$ cat src/rtl/div_unit.sv
// Unsigned restoring divider, one quotient bit per clock.
// A division is accepted from IDLE, iterates WIDTH times in BUSY, passes
// through DONE, and the done pulse is registered out of the DONE state so
// it is seen in the cycle that follows it. A new start may be presented in
// that same cycle, which keeps back-to-back divisions WIDTH+2 cycles apart.
// Divide-by-zero skips the iteration and reports all-ones / dividend / dbz.
//
// Handshake: start is sampled on a rising edge only while ready=1. That
// edge captures A and B. Q, R and dbz are valid while done=1 and hold
// their values until the next completion.
module div_unit #(
    parameter int WIDTH = 32
) (
    input  logic             clk,
    input  logic             rst_n,
    input  logic             start,
    input  logic [WIDTH-1:0] A,
    input  logic [WIDTH-1:0] B,
    output logic             ready,
    output logic             done,
    output logic [WIDTH-1:0] Q,
    output logic [WIDTH-1:0] R,
    output logic             dbz
);

    localparam int CW = $clog2(WIDTH + 1);

    typedef enum logic [1:0] {
        IDLE = 2'd0,
        BUSY = 2'd1,
        DONE = 2'd2
    } state_t;

    state_t           r_state;
    state_t           w_next;
    logic [CW-1:0]    r_cnt;
    logic [WIDTH-1:0] r_rem;
    logic [WIDTH-1:0] r_quo;
    logic [WIDTH-1:0] r_div;
    logic [WIDTH-1:0] r_q;
    logic [WIDTH-1:0] r_r;
    logic             r_dbz;
    logic             r_done;

    logic [WIDTH:0]   w_shift;
    logic [WIDTH:0]   w_sub;
    logic             w_ge;
    logic [WIDTH-1:0] w_rem_nxt;
    logic [WIDTH-1:0] w_quo_nxt;
    logic             w_last;
    logic             w_accept;

    // One restoring step. The trial subtract is WIDTH+1 bits so that the
    // bit shifted out of the remainder still takes part in the compare
    // when the divisor is 2^(WIDTH-1) or larger.
    assign w_shift   = {r_rem, r_quo[WIDTH-1]};
    assign w_sub     = w_shift - {1'b0, r_div};
    assign w_ge      = (w_shift >= {1'b0, r_div});
    assign w_rem_nxt = w_ge ? w_sub[WIDTH-1:0] : w_shift[WIDTH-1:0];
    assign w_quo_nxt = {r_quo[WIDTH-2:0], w_ge};
    assign w_last    = (r_cnt == CW'(WIDTH - 1));
    assign w_accept  = (r_state == IDLE) && start;

    // State register.
    always_ff @(posedge clk or negedge rst_n) begin
        if (!rst_n) r_state <= IDLE;
        else        r_state <= w_next;
    end

    // Next-state logic: zero divisor goes straight to DONE.
    always_comb begin
        w_next = r_state;
        case (r_state)
            IDLE:    if (start) w_next = (B == '0) ? DONE : BUSY;
            BUSY:    if (w_last) w_next = DONE;
            DONE:    w_next = IDLE;
            default: w_next = IDLE;
        endcase
    end

    // Working registers, iteration counter and result registers.
    always_ff @(posedge clk or negedge rst_n) begin
        if (!rst_n) begin
            r_cnt <= '0;
            r_rem <= '0;
            r_quo <= '0;
            r_div <= '0;
            r_q   <= '0;
            r_r   <= '0;
            r_dbz <= 1'b0;
        end else if (w_accept) begin
            r_cnt <= '0;
            r_rem <= '0;
            r_quo <= A;
            r_div <= B;
            if (B == '0) begin
                r_q   <= '1;
                r_r   <= A;
                r_dbz <= 1'b1;
            end
        end else if (r_state == BUSY) begin
            r_cnt <= r_cnt + CW'(1);
            r_rem <= w_rem_nxt;
            r_quo <= w_quo_nxt;
            if (w_last) begin
                r_q   <= w_quo_nxt;
                r_r   <= w_rem_nxt;
                r_dbz <= 1'b0;
            end
        end
    end

    // Done pulse follows the single DONE cycle; reset drops it immediately.
    always_ff @(posedge clk or negedge rst_n) begin
        if (!rst_n) r_done <= 1'b0;
        else        r_done <= (r_state == DONE);
    end

    assign ready = (r_state == IDLE);
    assign done  = r_done;
    assign Q     = r_q;
    assign R     = r_r;
    assign dbz   = r_dbz;

endmodule

$ cat config.mk
export PLATFORM = sky130hd
export DESIGN_NAME = div_unit
export DESIGN_NICKNAME = d
export VERILOG_FILES = /design/src/rtl/div_unit.sv
export SDC_FILE = /design/constraint.sdc
export NUM_CORES = 1
export LEC_CHECK = 0
export ABC_CLOCK_PERIOD_IN_PS = 2900
export CAP_MARGIN = 20
export CORE_MARGIN = 8
export CORE_UTILIZATION = 45
export DETAILED_ROUTE_END_ITERATION = 10
export HOLD_SLACK_MARGIN = 0.02
export PLACE_DENSITY = 0.69
export SLEW_MARGIN = 30
export SYNTH_ARGS = -nofsm -noshare
export SYNTH_HDL_FRONTEND = slang
export SYNTH_SLANG_ARGS = --single-unit
$ cat constraint.sdc
create_clock -name clk -period 2.9 [get_ports clk]
set_input_delay 0.29 -clock clk [delete_from_list [all_inputs] [get_ports clk]]
set_output_delay 0.29 -clock clk [all_outputs]
set_load 0.05 [all_outputs]
After elaboration in Yosys (flattened, before gate mapping)
Index checks and enable logic that the tools add are counted.
- register bits after elaboration: 170
- latch bits: 0
- RAM bits: 0
- ROM bits: 0
- bits of input ports: 67
- output and inout port bits: 67
- logic and storage cells: 48
- memories kept: 0
- add/sub/neg operators: 2
- $mul: 0
- div/mod/pow operators: 0
- order comparisons: 1
- equal/unequal tests: 6
- shifts and indexed selects: 0
- multiplexer cells: 23
- bitwise logic cells: 0
- reductions and logical operators: 7
- operator list (operator ; count):
    $mux 32 ; 13
    $ge 33x32->1 ; 1
    $logic_not 32->1 ; 1
    $sub 32x32->32 ; 1
    $mux 6 ; 2
    $add 6x1->6 const B ; 1
    $eq 6x5->1 const B ; 1
    $mux 2 ; 3
    $mux 1 ; 4
    $ne 2x2->1 const B ; 2
    $pmux 2 s2 ; 1
    $reduce_bool 2->1 ; 2
    $reduce_and 3->1 ; 1
    $eq 2x1->1 const B ; 1
    $eq 2x2->1 const B ; 1
    $logic_not 2->1 ; 1
    $ne 2x1->1 const B ; 1
    $reduce_and 2->1 ; 1
    $logic_and 1x1->1 ; 1

Logic depth before layout (Yosys ltp)
Gate-level depths: netlist of the first run.
- depth in word-level cells: 5
- mapped depth: 13

Worst setup path after synthesis of the first run
Ideal clock, no wire load.
- kind: reg-to-reg
- from: reg r_quo[31]
- to: reg r_r[28], in the netlist R[28]
- library setup time: 0.137 ns
- arrival: 2.874 ns
- data required time: 2.763 ns
- setup slack: -0.111 ns
- stages on the path, launching flop included: 14
- buffers on the path: 0
- cell sequence: dfrtp_1 inv_1 ha_1 inv_1 fa_1 a21o_1 a221o_1 a21oi_1 nor2b_1 a311oi_1 nor4_1 a311o_1 mux2i_1 a21oi_1
- longest elaborated chain between the ends: 5
- elaborated cells between the ends (all ways): 6
- RTL lines (what ; line ; text):
    start: declaration ; 38 ; logic [WIDTH-1:0] r_quo;
    start signal: assignment ; 104 ; r_quo <= w_quo_nxt;
    $sub 32x32->32 or $ge 33x32->1 (tied branches) ; 57, 58 ;
    $mux 32 (*) ; 59 ; assign w_rem_nxt = w_ge ? w_sub[WIDTH-1:0] : w_shift[WIDTH-1:0];
    $mux 32 (*) ; 105 ; if (w_last) begin
    $mux 32 (*) ; 101 ; end else if (r_state == BUSY) begin
    $mux 32 (*) ; 91 ; end else if (w_accept) begin
    end signal: assignment ; 107 ; r_r <= w_rem_nxt;
    end: declaration ; 41 ; logic [WIDTH-1:0] r_r;
Mark *: on every way between the ends. The rest lies on a longest branch, timed or not. The select of a mux whose other input is x is not followed.
A chain may end at the register's enable or synchronous reset.

Worst setup path in the final report of the first run
- from: reg r_rem[2]
- to: reg r_rem[4]
- longest elaborated chain between the ends: 4
- elaborated cells between the ends (all ways): 5
- RTL lines (what ; line ; text):
    start: declaration ; 37 ; logic [WIDTH-1:0] r_rem;
    start signal: assignment ; 103 ; r_rem <= w_rem_nxt;
    $sub 32x32->32 or $ge 33x32->1 (tied branches) ; 57, 58 ;
    $mux 32 (*) ; 59 ;
    $mux 32 (*) ; 101 ;
    $mux 32 (*) ; 91 ;
Marked as above.

==> flow_metrics.tcl, run 1 <==
set metrics [dict create \
    post-route-period-util_pct 107 \
    cellPowerDensity_nw_per_um2 1320 \
    rows 52 \
    timing.final.ws_setup_ps -213 \
    critPathLaunchType "register" \
    grt_pass1_vias 8612 \
    track_usage_pct 23.4 \
    diodes 0 \
    min_path_type "in -> async" \
    synth_top_area_share_pct 46.6 \
    final_nets 1351 \
    synth_area_um2 9120 \
    final_layout_size_suffix_gt1_share_pct 24.2 \
    cp.required_ps 3190 \
    slew_viol_final 0 \
    slew_headroom_pct 37.0 \
    ctsHtreeMaxLevel 4 \
    synth-edff-count 0 \
    ys_ff_latch 170 \
    io_pins 134 \
    start_util_pct 45.5 \
    drc 0 \
    fin_area_um2 13000 \
    die_h_um 158 \
    cts_tree "built" \
    fmax_ghz 0.321 \
    fp.coreArea_um2 20000 \
    detail_route.iter0.violations 578 \
    antenna_left 0 \
    total_power_w 0.0172 \
    path_class "reg -> reg" \
    fillers 1680 \
    drt-total-wl_um 29600 \
    io_buffer_count 133 \
    synth.yosys.seq_area_share_pct 46.6 \
    synth_flop_cell "dfrtp_1" \
    r2r_start "r_rem[2]" \
    r2r-end "r_rem[4]" \
    post_dp_cell_area_um2 11500 \
    skew_ps 10.2 \
    root_buffer "clkbuf_16" \
    dp_hpwl_um 20900 \
    cts.sinks 170 \
    rsz0062_at_grt "yes" \
    tns_ps -7840 \
    wire_per_inst_um 19.3 \
    worst_pin_slew_ps 945 \
    synthCells 1011 \
    critPathArrivalTime_ps 3400 \
    violations "negative setup slack" \
    synth_area_per_cell_um2 9.02 \
    ir_worst_vdd_mv 0.707 \
    first_pass_iters 5 \
    gp_congestion 0.928 \
    critPathMaxFanout 5 \
    synth_largest_area_cell "dfrtp_1" \
    num_vias 8604 \
    yosysWarnings 0 \
    cp-endpoint "r_rem[4]" \
    startpoint "r_rem[2]" \
    r2r.worst_path.cells 13 \
    setup_viol 62 \
    antenna_found_initial 0 \
    clock_latency_ps 440 \
    async_reset_ff_share_pct 100 \
    die_x_um 158 \
    final_common_cell "nand2_1" \
    synth.distinct_cells 70 \
    synthTopCellsByArea "dfrtp_1, nand2_1, o21ai_0" \
    viasPerCell 5.61 \
    area_growth_pct 42.6 \
    grt_max_degree 65 \
    cap_violations 0 \
    end_kind "register" \
    cts_buffers 17 \
    layout_min_cycle_time_ps 3110 \
    synth_nets 1112 \
    path_clk_slew_ps 80 \
    reg2reg_slack_ps -210 \
    hold_viol_final 0 \
    grt_pass1_wl_um 45700 \
    outcome "finished with violations" \
    overflow 0 \
    clock_path_buffers 2 \
    dieArea_um2 25100 \
    dp_slack_ps -333 \
    leakagePower_nw 5.70 \
    final_cell_mix "nand2_1, dfrtp_1, buf_4" \
]
==> cell usage after synthesis (all sizes together) (4+ instances only) <==
cell / number
a21o: 15
a21oi: 82
a221oi: 7
a22oi: 30
and2: 6
and3: 19
buf: 13
clkbuf: 48
dfrtp: 170
ha: 33
inv: 38
mux2: 4
mux2i: 25
nand2: 216
nand3: 41
nand4: 11
nor2: 23
nor2b: 5
nor3: 7
nor4: 12
o21ai: 119
o22ai: 6
or3: 15
xnor2: 13
xor2: 16
==> critical path: stages (launching register included) <==
cell	delay [ps]
dfrtp_1	410
ha_1	330
o21a_1	130
o31a_1	260
o311ai_4	130
a21oi_4	230
o21bai_4	90
a2111o_1	490
a21oi_4	170
buf_12	150
buf_12	140
buf_6	110
mux2i_4	230
o21ai_1	80
==> per-layer routing <==
layer | routed length, um | GRT usage, % | up-vias
li1 | - | - | 4042
met1 | 12600 | 29.7 | 4250
met2 | 14700 | 39.7 | 248
met3 | 1450 | 3.88 | 64
met4 | 890 | 7.99 | 0
met5 | 0 | 0 | -
==> sequential cells by signal, summed over array words and instances (netlist names) <==
register and cells:
R 32, r_cnt 6, dbz 1, Q 32, r_state 2, done 1, r_rem 32, r_quo 32
r_div 32
==> stage by stage <==
stage,hold WS (ps),cells,utilization (%)
final,396,1533,64.9
after global routing,455,1533,64.9
after CTS,405,1522,62.2
after detailed placement,301,1482,57.3
after global placement,298,1482,57.3
after floorplan,-5.59,1011,-
==> cells by family after synthesis <==
| group | after synthesis | share of synthesized area (%) |
|---|---|---|
| simple gates | 360 | 18.1 |
| compound gates | 288 | 18.8 |
| flops | 170 | 46.6 |
| buf+inv | 101 | 5.69 |
| fa+ha+maj | 34 | 4.75 |
| xor+xnor | 29 | 2.78 |
| mux | 29 | 3.28 |
==> cell type report <==
| class | instances | area [um^2] | area share [%] |
|---|---|---|---|
| Multi-Input combinational cell | 740 | 5070 | 39.0 |
| Tap cell | 270 | 338 | 2.60 |
| Clock inverter | 15 | 173 | 1.33 |
| Timing Repair Buffer | 283 | 2590 | 20.0 |
| Inverter | 38 | 143 | 1.10 |
| Sequential cell | 170 | 4260 | 32.8 |
| Clock buffer | 17 | 425 | 3.27 |
==> worst min path at each step <==
| stage | start | end | slack, ps | cells after the start |
|---|---|---|---|---|
| after floorplan | rst_n | Q[0] | -6 | 0 |
| after global placement | rst_n | Q[7] | 300 | 1 |
| after detailed placement | rst_n | Q[5] | 300 | 1 |
| after CTS | rst_n | Q[5] | 410 | 2 |
| after global routing | rst_n | Q[8] | 460 | 2 |
| final | rst_n | Q[6] | 400 | 2 |
==> where the power goes <==
part | internal [W] | total (W) | leakage, nW | switching [W]
Combinational | 0.00551 | 0.0112 | 3.39 | 0.00569
Clock | 0.00117 | 0.00230 | 0.295 | 0.00113
Sequential | 0.00309 | 0.00368 | 2.02 | 0.000582
Total | 0.00977 | 0.0172 | 5.70 | 0.00741
==> what timing repair did <==
action | CTS | global route
endpoints found under the setup margin | 66 | 66
hold buffers | 1 | 0
setup buffers | 6 | 13
endpoints found under the hold margin | 55 | 0
gates cloned | 1 | 2
pin swaps | 10 | 50
resized for setup | 54 | 78
No activity file was read; power rests on OpenSTA's default activity.
==> inputs of run 2 (changes only) <==
--- a/config.mk
+++ b/config.mk
@@ -8,11 +8,11 @@
 export ABC_CLOCK_PERIOD_IN_PS = 2900
 export CAP_MARGIN = 20
 export CORE_MARGIN = 8
-export CORE_UTILIZATION = 45
+export CORE_UTILIZATION = 50
 export DETAILED_ROUTE_END_ITERATION = 10
 export HOLD_SLACK_MARGIN = 0.02
-export PLACE_DENSITY = 0.69
-export SLEW_MARGIN = 30
+export PLACE_DENSITY = 0.75
+export SLEW_MARGIN = 20
 export SYNTH_ARGS = -nofsm -noshare
 export SYNTH_HDL_FRONTEND = slang
 export SYNTH_SLANG_ARGS = --single-unit
==> run 2 against run 1 <==
Net effect: the run still ends with negative setup slack left; global-route usage is 2.1 points higher; fmax rose by 0.72%; flip-flop and latch count unchanged; first-iteration DRC count is 27% higher; critical path type unchanged; die area fell by 9.0%; final area fell by 1.2%; largest cell class unchanged; core utilization grew 6.9 points; combinational power about the same; via count increased by 0.42%; sequential share of layout area increased by 0.38 points.
==> flow_metrics.tcl, run 2 (same netlist as run 1, synthesis figures left out) <==
set metrics [dict create \
    slew_viol_final 0 \
    dp_hpwl_um 20600 \
    gp_congestion 0.924 \
    wire_per_inst_um 19.9 \
    tns_ps -6250 \
    ir_worst_vdd_mv 1.10 \
    fp.coreArea_um2 17900 \
    reg2reg_slack_ps -190 \
    num_vias 8640 \
    io_pins 134 \
    viasPerCell 5.83 \
    grtUsageMet1_pct 32.3 \
    cp.buffers_inverters 2 \
    cts_tree "built" \
    final_common_cell "nand2_1" \
    layout_min_cycle_time_ps 3090 \
    fmax_ghz 0.324 \
    outcome "finished with violations" \
    p_clk_share_pct 13.7 \
    ctsHtreeMaxLevel 4 \
    rsz0062_at_grt "yes" \
    first_pass_iters 5 \
    die_x_um 151 \
    die_h_um 151 \
    path_class "reg -> reg" \
    critPathLaunchType "register" \
    io_buffer_count 133 \
    top_usage_layer "met2" \
    cellPowerDensity_nw_per_um2 1340 \
    p_sw_w 0.00746 \
    holdWs_ps 332 \
    path_delay_family "simple AND/OR/NAND/NOR gates" \
    cts_buffers 17 \
    overflow 0 \
    rows 49 \
    clock_latency_ps 450 \
    grt_max_degree 75 \
    cap_violations 0 \
    antenna_left 0 \
    power_frac_comb_pct 64.9 \
    final_nets 1340 \
    dieArea_um2 22800 \
    hold_viol_final 0 \
    final_cell_mix "nand2_1, dfrtp_1, clkdlybuf4s50_1" \
    power_switching_share_pct 43.3 \
    fillers 1321 \
    violations "negative setup slack" \
    use_met3_pct 5.92 \
    detail_route.iter0.violations 736 \
    pwr-share-seq_pct 21.4 \
    met2_usage_pct 41.9 \
    path_clk_slew_ps 80 \
    slowest_delay_ps 450 \
    critPathMaxFanout 8 \
    grt_pass1_vias 8630 \
    root_buffer "clkbuf_16" \
    clock_path_buffers 2 \
    start_util_pct 50.9 \
    cp.required_ps 3200 \
    drc 0 \
    drt-total-wl_um 29500 \
    setup_viol 54 \
    critPathArrivalTime_ps 3390 \
    slew_headroom_pct 30.9 \
    end_kind "register" \
    diodes 0 \
    final_layout_size_suffix_gt1_share_pct 23.1 \
    grt_pass1_wl_um 45200 \
    skew_ps 12.2 \
    cts.sinks 170 \
    track_usage_pct 25.5 \
    leakagePower_nw 5.63 \
    cp_cell_sequence "ha_4 > and4_2 > nand4_1 > nor3_1 > a31oi_4 > o21ai_2 > nor3_4 > a21oi_4 > buf_6 > buf_12 > mux2i_4 > o21ai_1" \
    timing.final.ws_setup_ps -190 \
    min_path_type "in -> async" \
    antenna_found_initial 0 \
    internal-power_w 0.00978 \
    slowest_stage "dfrtp_2" \
    area_growth_pct 40.8 \
    post-route-period-util_pct 107 \
    worst_pin_slew_ps 1040 \
]
==> run 2: cell types whose count changed in the layout (fill, tap and decap cells not counted), moves of 3 or more <==
cell	change
o21ai_0	-7
a221oi_2	-3
a221oi_4	+3
ha_1	-4
o21ai_2	+6
a21oi_1	+18
buf_4	-10
inv_8	-3
a21oi_2	-16
==> run 2: final timing paths <==
kind,start,end,cells past startpoint
max reg2reg,r_rem[17],r_rem[15],12
max,r_rem[17],r_rem[15],12
min,rst_n,r_div[31],2
min in group clk,B[29],r_div[29],3
min reg2reg,Q[1],Q[1],2
max in group asynchronous,rst_n,r_rem[19],3
==> run 2: repair_timing <==
action,in CTS,in global routing
buffers inserted,11,8
hold buffers,1,0
pin swaps,38,27
cloned,1,0
hold endpoints to repair,46,0
resized for setup,70,68
setup endpoints to repair,64,66
==> run 2: metal layers <==
| metal | up-vias | part of all wire [%] |
|---|---|---|
| met1 | 4191 | 41 |
| met2 | 368 | 49 |
| met5 | - | 0 |
| met4 | 0 | 3.4 |
| li1 | 4014 | - |
| met3 | 67 | 7.1 |
==> run 2: through the flow <==
stage               instance area, um^2  power, W  std cells  setup slack (ps)  util (%)
floorplan                          9130   0.00863       1011              22.7         -
global placement                  11300    0.0115       1429              -265      63.2
detailed placement                11300    0.0117       1429              -254      63.2
CTS                               12400    0.0157       1474              -130      69.5
global route                      12800    0.0181       1481              -266      71.7
finish                            12800    0.0172       1481              -190      71.7
==> run 2: worst reg2reg max path: cells and delay by family (launching register included) <==
kind,cells,cell delay (ps)
AO/OA/AOI/OAI,4,790
adder cells (fa/ha/maj),1,300
buffers and inverters,2,300
flip-flops,1,450
multiplexers,1,250
AND/OR/NAND/NOR,4,850
==> run 2: layout make-up <==
type | instances | area (um^2) | area share (%)
tap | 229 | 287 | 2.23
timing repair buffer | 272 | 2470 | 19.2
sequential | 170 | 4260 | 33.2
multi-input combinational | 740 | 5080 | 39.5
clock buffer | 17 | 425 | 3.31
clock inverter | 15 | 180 | 1.40
inverter | 38 | 143 | 1.11
==> run 2: power by group through the flow <==
stage | Clock [W] | Sequential, W | Combinational (W)
3_3_place_gp | 0 | 0.00360 | 0.00792
3_5_place_dp | 0 | 0.00362 | 0.00806
6_report | 0.00236 | 0.00369 | 0.0112
4_1_cts | 0.00238 | 0.00364 | 0.00970
2_1_floorplan | 0 | 0.00354 | 0.00509
5_1_grt | 0.00248 | 0.00374 | 0.0119
==> inputs of run 3 (changes only) <==
--- a/config.mk
+++ b/config.mk
@@ -7,7 +7,7 @@
 export LEC_CHECK = 0
 export ABC_CLOCK_PERIOD_IN_PS = 2900
 export CAP_MARGIN = 20
-export CORE_MARGIN = 8
+export CORE_MARGIN = 2
 export CORE_UTILIZATION = 50
 export DETAILED_ROUTE_END_ITERATION = 10
 export HOLD_SLACK_MARGIN = 0.02
==> run 3 against run 2 <==
Net effect: the flow still finishes with violations (negative setup slack); core utilization decreased by 1.3 points; clock power about the same; worst setup slack lost 10 ps; cell count stayed put; hold slack better by 110 ps; fmax shrank 0.33%; count of clock-buffer cells in the layout unchanged; wire length fell by 5.3%; critical path type unchanged; highest routed layer unchanged.
==> flow_metrics.tcl, run 3 (same netlist as run 1, synthesis figures left out) <==
set metrics [dict create \
    cap_violations 0 \
    track_usage_pct 28.6 \
    num_vias 8592 \
    path_class "reg -> reg" \
    antenna_left 0 \
    top_usage_layer "met2" \
    path_clk_slew_ps 80 \
    io_pins 134 \
    reg2reg_slack_ps -200 \
    fin_area_um2 12600 \
    io_buffer_count 133 \
    layout_min_cycle_time_ps 3100 \
    final_layout_size_suffix_gt1_share_pct 20.8 \
    area_growth_pct 38.3 \
    r2r-end "r_rem[20]" \
    dp_cells 1427 \
    timing.final.ws_setup_ps -201 \
    min_from "B[26]" \
    skew_ps 12.5 \
    overflow 0 \
    root_buffer "clkbuf_16" \
    final_cell_mix "nand2_1, dfrtp_1, clkdlybuf4s50_1" \
    wire_per_inst_um 18.8 \
    min_path_type "in -> reg" \
    diodes 0 \
    critPathMaxFanout 9 \
    start_util_pct 50.9 \
    critPathLaunchType "register" \
    final_common_cell "nand2_1" \
    rows 49 \
    end_kind "register" \
    setup_viol 66 \
    die_x_um 139 \
    slew_viol_final 0 \
    use_met3_pct 3.80 \
    met2_usage_pct 47.0 \
    viasPerCell 5.80 \
    antenna_found_initial 0 \
    drc 0 \
    grt_max_degree 82 \
    cts.sinks 170 \
    drt-total-wl_um 27900 \
    grt_pass1_wl_um 44300 \
    clock_path_buffers 2 \
    cts_tree "built" \
    outcome "finished with violations" \
    r2r_start "r_rem[18]" \
    cp.required_ps 3200 \
    hold_viol_final 0 \
    critPathArrivalTime_ps 3400 \
    worst_pin_slew_ps 1040 \
    fin_cells 1481 \
    post-route-period-util_pct 107 \
    grtUsageMet1_pct 39.9 \
    holdPathEnd "r_div[26]" \
    violations "negative setup slack" \
    clock_latency_ps 440 \
    leakagePower_nw 5.63 \
    holdWs_ps 437 \
    grt_pass1_vias 8439 \
    rsz0062_at_grt "yes" \
    fp.coreArea_um2 17900 \
    first_pass_iters 5 \
    hold_path_depth 3 \
    dieArea_um2 19300 \
    die_h_um 139 \
    final_nets 1340 \
    fmax_ghz 0.323 \
    cellPowerDensity_nw_per_um2 1280 \
    slew_headroom_pct 29.6 \
    r2r.worst_path.cells 12 \
    dp_hpwl_um 19500 \
    ir_worst_vdd_mv 0.832 \
    ctsHtreeMaxLevel 4 \
    cts_buffers 17 \
    detail_route.iter0.violations 773 \
    post_dp_cell_area_um2 11300 \
    gp_congestion 0.920 \
]
[run 3: cell types whose count changed in the layout (fill, tap and decap cells not counted), moves of 4 or more]
| cell | previous run | this run |
|---|---|---|
| a21oi_1 | 67 | 72 |
| o21ai_2 | 10 | 2 |
| a21oi_2 | 13 | 8 |
| mux2i_2 | 3 | 9 |
| mux2i_4 | 21 | 6 |
| mux2i_1 | 1 | 10 |
| ha_1 | 21 | 25 |
| o21ai_0 | 77 | 83 |
[run 3: layer usage]
layer / part of all wire [%] / routed length, um / up-vias
met2: 49 / 13600 / 315
met5: 0 / 0 / -
li1: - / - / 4006
met4: 2.5 / 699 / 0
met3: 5.1 / 1420 / 54
met1: 44 / 12200 / 4217
[run 3: timing repair]
action	4_1_cts	5_1_grt
cloned	1	0
hold buffers	1	0
pin swaps	14	17
setup buffers	14	7
resized for setup	52	32
endpoints found under the setup margin	65	66
endpoints found under the hold margin	78	0
[run 3: how the worst max path moves through the flow]
stage                   start        end  cells after the start
finish              r_rem[18]  r_rem[20]                     12
global route        r_rem[19]      R[23]                     12
CTS                 r_rem[18]      R[31]                     12
detailed placement  r_rem[19]   r_rem[7]                     11
global placement    r_rem[19]   r_rem[7]                     11
floorplan           r_quo[31]      R[28]                     13
[run 3: power by group]
group	switching, W	internal [W]	leakage [nW]	total, W
sequential	0.000564	0.00309	2.02	0.00365
clock	0.00117	0.00118	0.295	0.00235
combinational	0.00526	0.00492	3.31	0.0102
[run 3: stage by stage]
stage | total power, W | setup slack [ps] | util [%] | setup TNS (ps)
after global placement | 0.0117 | -275 | 63.3 | -9960
after global routing | 0.0171 | -271 | 70.4 | -12550
after CTS | 0.0155 | -148 | 69.5 | -5480
after floorplan | 0.00863 | 22.7 | - | 0
final | 0.0162 | -201 | 70.4 | -7480
after detailed placement | 0.0117 | -307 | 63.3 | -12790
[run 3: cell type report]
type                    instances  area (um^2)
multi-input cells             740         4820
clock inverters                15          190
well taps                     229          287
inverters                      38          143
flip-flops and latches        170         4260
fillers                      1343         5290
repair buffers                272         2480
clock buffers                  17          425
[run 3: worst max-delay path, stage by stage, from the launching register on]
cell      delay, ps
dfrtp_1         430
ha_4            300
nand2_4          60
nor4_4          310
a21boi_4        250
or2b_4          150
o21bai_2         70
a2111o_1        480
a21oi_4         210
buf_12          190
buf_12          130
mux2i_2         250
a21oi_1         110
